**config.mk**
```make
export PLATFORM = sky130hd
export DESIGN_NAME = change_dispenser
export DESIGN_NICKNAME = d
export VERILOG_FILES = /design/src/rtl/vend_pkg.sv /design/src/rtl/coin_inventory.sv /design/src/rtl/change_dispenser.sv
export SDC_FILE = /design/constraint.sdc
export NUM_CORES = 1
export LEC_CHECK = 0
export ABC_AREA = 1
export CELL_PAD_IN_SITES_DETAIL_PLACEMENT = 1
export CELL_PAD_IN_SITES_GLOBAL_PLACEMENT = 1
export CORE_ASPECT_RATIO = 1.2
export CORE_MARGIN = 8
export CORE_UTILIZATION = 42
export CTS_CLUSTER_SIZE = 25
export DETAILED_ROUTE_END_ITERATION = 8
export PLACE_DENSITY = 0.85
export REMOVE_ABC_BUFFERS = 1
export SYNTH_ARGS = -nofsm -noshare
export SYNTH_HDL_FRONTEND = slang
export SYNTH_HIERARCHICAL = 1
export SYNTH_SLANG_ARGS = --single-unit
```
**constraint.sdc**
```tcl
create_clock -name clk -period 7.3 [get_ports clk]
set_clock_uncertainty 0.1 [all_clocks]
set_input_delay 1.825 -clock clk [delete_from_list [all_inputs] [get_ports clk]]
set_output_delay 1.825 -clock clk [all_outputs]
set_load 0.02 [all_outputs]
```
**src/rtl/vend_pkg.sv**
```systemverilog
// Shared types and constants for the change dispenser: state encoding,
// coin denominations in nickel units, and the greedy next-coin rule.
package vend_pkg;

  localparam int unsigned NICKEL_UNITS = 1;
  localparam int unsigned DIME_UNITS   = 2;
  localparam int unsigned COUNT_W      = 6;
  localparam int unsigned AMT_W        = 5;
  localparam int unsigned REFILL_W     = 4;

  typedef enum logic [2:0] {
    ST_IDLE   = 3'd0,
    ST_PLAN   = 3'd1,
    ST_DIME   = 3'd2,
    ST_NICKEL = 3'd3,
    ST_DONE   = 3'd4,
    ST_SHORT  = 3'd5
  } disp_state_e;

  // Dimes first while at least one dime's worth remains and a dime is in stock.
  function automatic disp_state_e greedy_next(input logic [AMT_W-1:0]   rem,
                                              input logic [COUNT_W-1:0] dimes);
    if (rem == '0)                                     return ST_DONE;
    else if (rem >= AMT_W'(DIME_UNITS) && dimes != '0) return ST_DIME;
    else                                               return ST_NICKEL;
  endfunction

endpackage

```
**src/rtl/coin_inventory.sv**
```systemverilog
// Saturating coin counter: bulk add from a refill, single decrement per
// released coin. Never drops below zero.
module coin_inventory
  import vend_pkg::*;
(
  input  logic                clk,
  input  logic                reset,
  input  logic                add_en,
  input  logic [REFILL_W-1:0] add_amt,
  input  logic                dec,
  output logic [COUNT_W-1:0]  count
);

  logic [COUNT_W:0] sum;

  always_comb begin
    sum = {1'b0, count};
    if (add_en) sum = sum + (COUNT_W+1)'(add_amt);
    if (dec && sum != '0) sum = sum - (COUNT_W+1)'(1);
  end

  always_ff @(posedge clk) begin
    if (reset)            count <= '0;
    else if (sum[COUNT_W]) count <= '1;
    else                  count <= sum[COUNT_W-1:0];
  end

endmodule

```
**src/rtl/change_dispenser.sv**
```systemverilog
// Greedy dime/nickel change dispenser. PLAN checks feasibility against the
// whole inventory before any coin is released; coins then go out one per ack.
module change_dispenser
  import vend_pkg::*;
(
  input  logic                clk,
  input  logic                reset,
  input  logic                req_valid,
  input  logic [AMT_W-1:0]    req_amount,
  output logic                req_ready,
  output logic                disp_dime,
  output logic                disp_nickel,
  input  logic                disp_ack,
  output logic                done,
  output logic                short,
  input  logic                refill_valid,
  input  logic [REFILL_W-1:0] refill_dimes,
  input  logic [REFILL_W-1:0] refill_nickels,
  output logic [COUNT_W-1:0]  dime_count,
  output logic [COUNT_W-1:0]  nickel_count
);

  disp_state_e        state, state_d;
  logic [AMT_W-1:0]   rem, rem_d;
  logic               dime_dec, nick_dec, refill_en;
  logic [COUNT_W-1:0] half, d_use, need;
  logic               feasible;

  assign refill_en = (state == ST_IDLE) && refill_valid;

  coin_inventory u_dimes (
    .clk(clk), .reset(reset), .add_en(refill_en), .add_amt(refill_dimes),
    .dec(dime_dec), .count(dime_count)
  );

  coin_inventory u_nickels (
    .clk(clk), .reset(reset), .add_en(refill_en), .add_amt(refill_nickels),
    .dec(nick_dec), .count(nickel_count)
  );

  // d = min(dimes, rem/2); nickels must cover what the dimes cannot.
  always_comb begin
    half     = COUNT_W'(rem >> 1);
    d_use    = (dime_count < half) ? dime_count : half;
    need     = COUNT_W'(rem) - (d_use << 1);
    feasible = (nickel_count >= need);
  end

  always_ff @(posedge clk) begin
    if (reset) begin
      state <= ST_IDLE;
      rem   <= '0;
    end else begin
      state <= state_d;
      rem   <= rem_d;
    end
  end

  always_comb begin
    state_d  = state;
    rem_d    = rem;
    dime_dec = 1'b0;
    nick_dec = 1'b0;
    case (state)
      ST_IDLE: if (req_valid) begin
        rem_d   = req_amount;
        state_d = ST_PLAN;
      end
      ST_PLAN:   state_d = feasible ? greedy_next(rem, dime_count) : ST_SHORT;
      ST_DIME: if (disp_ack) begin
        dime_dec = 1'b1;
        rem_d    = rem - AMT_W'(DIME_UNITS);
        state_d  = greedy_next(rem - AMT_W'(DIME_UNITS), dime_count - COUNT_W'(1));
      end
      ST_NICKEL: if (disp_ack) begin
        nick_dec = 1'b1;
        rem_d    = rem - AMT_W'(NICKEL_UNITS);
        state_d  = greedy_next(rem - AMT_W'(NICKEL_UNITS), dime_count);
      end
      ST_DONE:   state_d = ST_IDLE;
      ST_SHORT:  state_d = ST_IDLE;
      default:   state_d = ST_IDLE;
    endcase
  end

  assign req_ready   = (state == ST_IDLE);
  assign disp_dime   = (state == ST_DIME);
  assign disp_nickel = (state == ST_NICKEL);
  assign done        = (state == ST_DONE);
  assign short       = (state == ST_SHORT);

endmodule

```
==> metrics.yaml <==
reg2reg_setup_slack_ns: 3.16
synth-seq-cells: 20
grt_max_degree: 15
clk_latency_ns: 0.26
grt_antenna_before_repair: 0
arrival_ns: 4.19
ios: 35
synth.area.top_cells: "nand2_1, ha_1, dfxtp_1"
post-route-cell-area_sq_um: 3220
die-height_um: 104
avgSynthCellArea_sq_um: 6.15
netlist_area_sq_um: 2720
critPathCaptureType: "flip-flop"
synth_top_area_frac: 0.193
setup_viol: 0
fin_tns_setup_ns: 0
slew_viol_final: 0
seq_area_frac_synth: 0.147
worstSetupStartpoint: "refill_nickels[0]"
synth_edf_count: 0
start_util: 0.429
place_area_sq_um: 3160
period_needed_ns: 4.16
cts.sinks: 20
grt_pass1_wl_um: 13600
dieArea_sq_um: 9310
post-cts-setup-buffers: 0
crit_buf_inv: 4
cpPeakStageDelay_ns: 0.46
maxCapViolations: 0
crit_chain: "clkdlybuf4s50_1, ha_1, inv_1, fa_1, inv_1, nand3_1, nand2_1, nand2_1, nand2_1, nand2_2, nor2_4, nand3_4, nand2_4, inv_4, nand2_4, nand2_4, nor2_1, nor2_1"
clock_path_buffers: 2
clkTransAtPathRegs_ns: 0.08
instances_no_fill: 565
drtIter0Drc: 66
crit_path_start_kind: "input pin"
synth_ff_type: "dfxtp_1"
finalWirelength_um: 7910
fmax_mhz: 240
gp_congestion: 0.851
htree_levels: 1
crit_path_top_delay_cell: "clkdlybuf4s50_1"
nets: 536
grt_usage: 0.180
grt_pass1_vias: 2978
cts-resized-gates: 0
ant_nets: 0
worst_pin_slew_ns: 0.642
core.rowCount: 32
relSlewSlack: 0.571
core_region_area_sq_um: 6330
cpLargestDelayFamily: "simple AND/OR/NAND/NOR gates"
path_max_fanout: 6
totalPowerFinal_mw: 1.47
p_leak_nw: 1.75
drc: 0
status: "complete, no violations"
ir_drop_mv: 0.219
dp.cells: 561
period_share: 0.570
regToRegStartpoint: "rem[2]$_SDFFE_PP0P_"
hp-class: "flip-flop to flip-flop"
worstHoldStart: "rem[4]$_SDFFE_PP0P_"
yosys_warnings: 6
cts_tree: "yes"
yosysUniqueCellTypes: 33
power_density_nw_per_um2: 456
cts_hold_buf: 0
syn-instance-count: 442
rsz0062_at_grt: "no"
viasPerCell: 5.01
firstDrtPassIters: 4
ys_async_sr_fraction: 0
grt-ovfl-total: 0
drive_gt1_frac: 0.102
die_w_um: 89.4
cp.required_ns: 7.33
cts_buffers: 3
root_buffer: "clkbuf_8"
via_count: 2830
syn_to_final_growth_pct: 18.5
io_buffers: 34
hold_viol: 0
hpwl_um: 6710
yosysTopAreaCell: "nand2_1"
antenna_cells: 0
wl_per_cell_um: 14.0
critPathKind: "input pin to flip-flop"
worst reg2reg max path, delay by kind of cell, from the launching register on:
kind	cells	cell delay, ns
buffers and inverters	3	0.35
DFF	1	0.52
and+or+nand+nor	4	0.57
adders and majority gates	4	1.19
AOI/OAI and AO/OA	9	1.29
synth_stat cells (all sizes together), types with 2 or more instances:
| cell type | n |
|---|---|
| nand2 | 155 |
| ha | 34 |
| o22ai | 2 |
| nor2 | 38 |
| inv | 86 |
| a21boi | 2 |
| a21oi | 19 |
| nand4 | 4 |
| nor3 | 2 |
| nand3 | 43 |
| fa | 3 |
| xor2 | 5 |
| o21ai | 21 |
| xnor2 | 3 |
| dfxtp | 20 |
metrics by stage:
step / setup WS [ns] / utilization / hold slack (ns)
finish: 3.14 / 0.509 / 0.517
global route: 2.81 / 0.509 / 0.580
CTS: 3.11 / 0.509 / 0.522
detailed placement: 2.84 / 0.500 / 0.509
global placement: 2.91 / 0.500 / 0.499
floorplan: 3.64 / - / 0.436
layout make-up:
cell class	count	area, sq um
timing repair buffer	34	340
inverter	86	335
sequential	20	400
tap	85	106
fill	920	3110
multi-input combinational	336	1980
clock buffer	4	55.1
report_power, final:
part | switching (mW) | internal (mW)
Sequential | 0.0649 | 0.143
Clock | 0.0387 | 0.0481
Combinational | 0.730 | 0.444
Total | 0.833 | 0.635
flip-flops by register name (all words and copies together), names as in the netlist:
register         cells
u_dimes/count        6
u_nickels/count      6
rem                  5
state                3
worst paths after layout:
check                                       end  depth (start not counted)
setup / recovery  u_nickels/count[2]$_SDFF_PP0_                         18
hold / removal              rem[4]$_SDFFE_PP0P_                          2
setup reg to reg          state[1]$_SDFFE_PP0P_                         20
hold reg to reg             rem[4]$_SDFFE_PP0P_                          2
routing by layer:
layer  global-route usage  part of all wire  wire length [um]
met1                0.204              0.43              3400
met2                0.343              0.54              4270
met3               0.0174             0.022               174
met4               0.0346            0.0080                63
met5                    0                 0                 0
placed cells by master, fill, tap and decap left out, types with 2 or more instances in the layout:
cell	count
nand2_1	140
inv_1	74
nand3_1	40
ha_1	34
clkdlybuf4s50_1	34
nor2_1	29
dfxtp_1	20
a21oi_1	17
o21ai_0	10
nand2_4	8
o21ai_1	8
inv_2	7
nand2_2	7
inv_4	5
xor2_1	5
nor2_2	5
clkbuf_8	4
nand4_1	4
nor2_4	3
xnor2_1	3
o21ai_2	3
fa_1	3
a21boi_0	2
a21oi_2	2
o22ai_1	2
nand3_4	2
logic make-up after synthesis:
kind of cell             after synthesis  synth area share
AND/OR/NAND/NOR                      243             0.421
buffers and inverters                 86             0.123
AO/OA/AOI/OAI                         48             0.103
adder cells (fa/ha/maj)               37             0.179
flip-flops                            20             0.147
XOR/XNOR                               8            0.0258
Note: power is estimated with default switching activity, not from simulation.
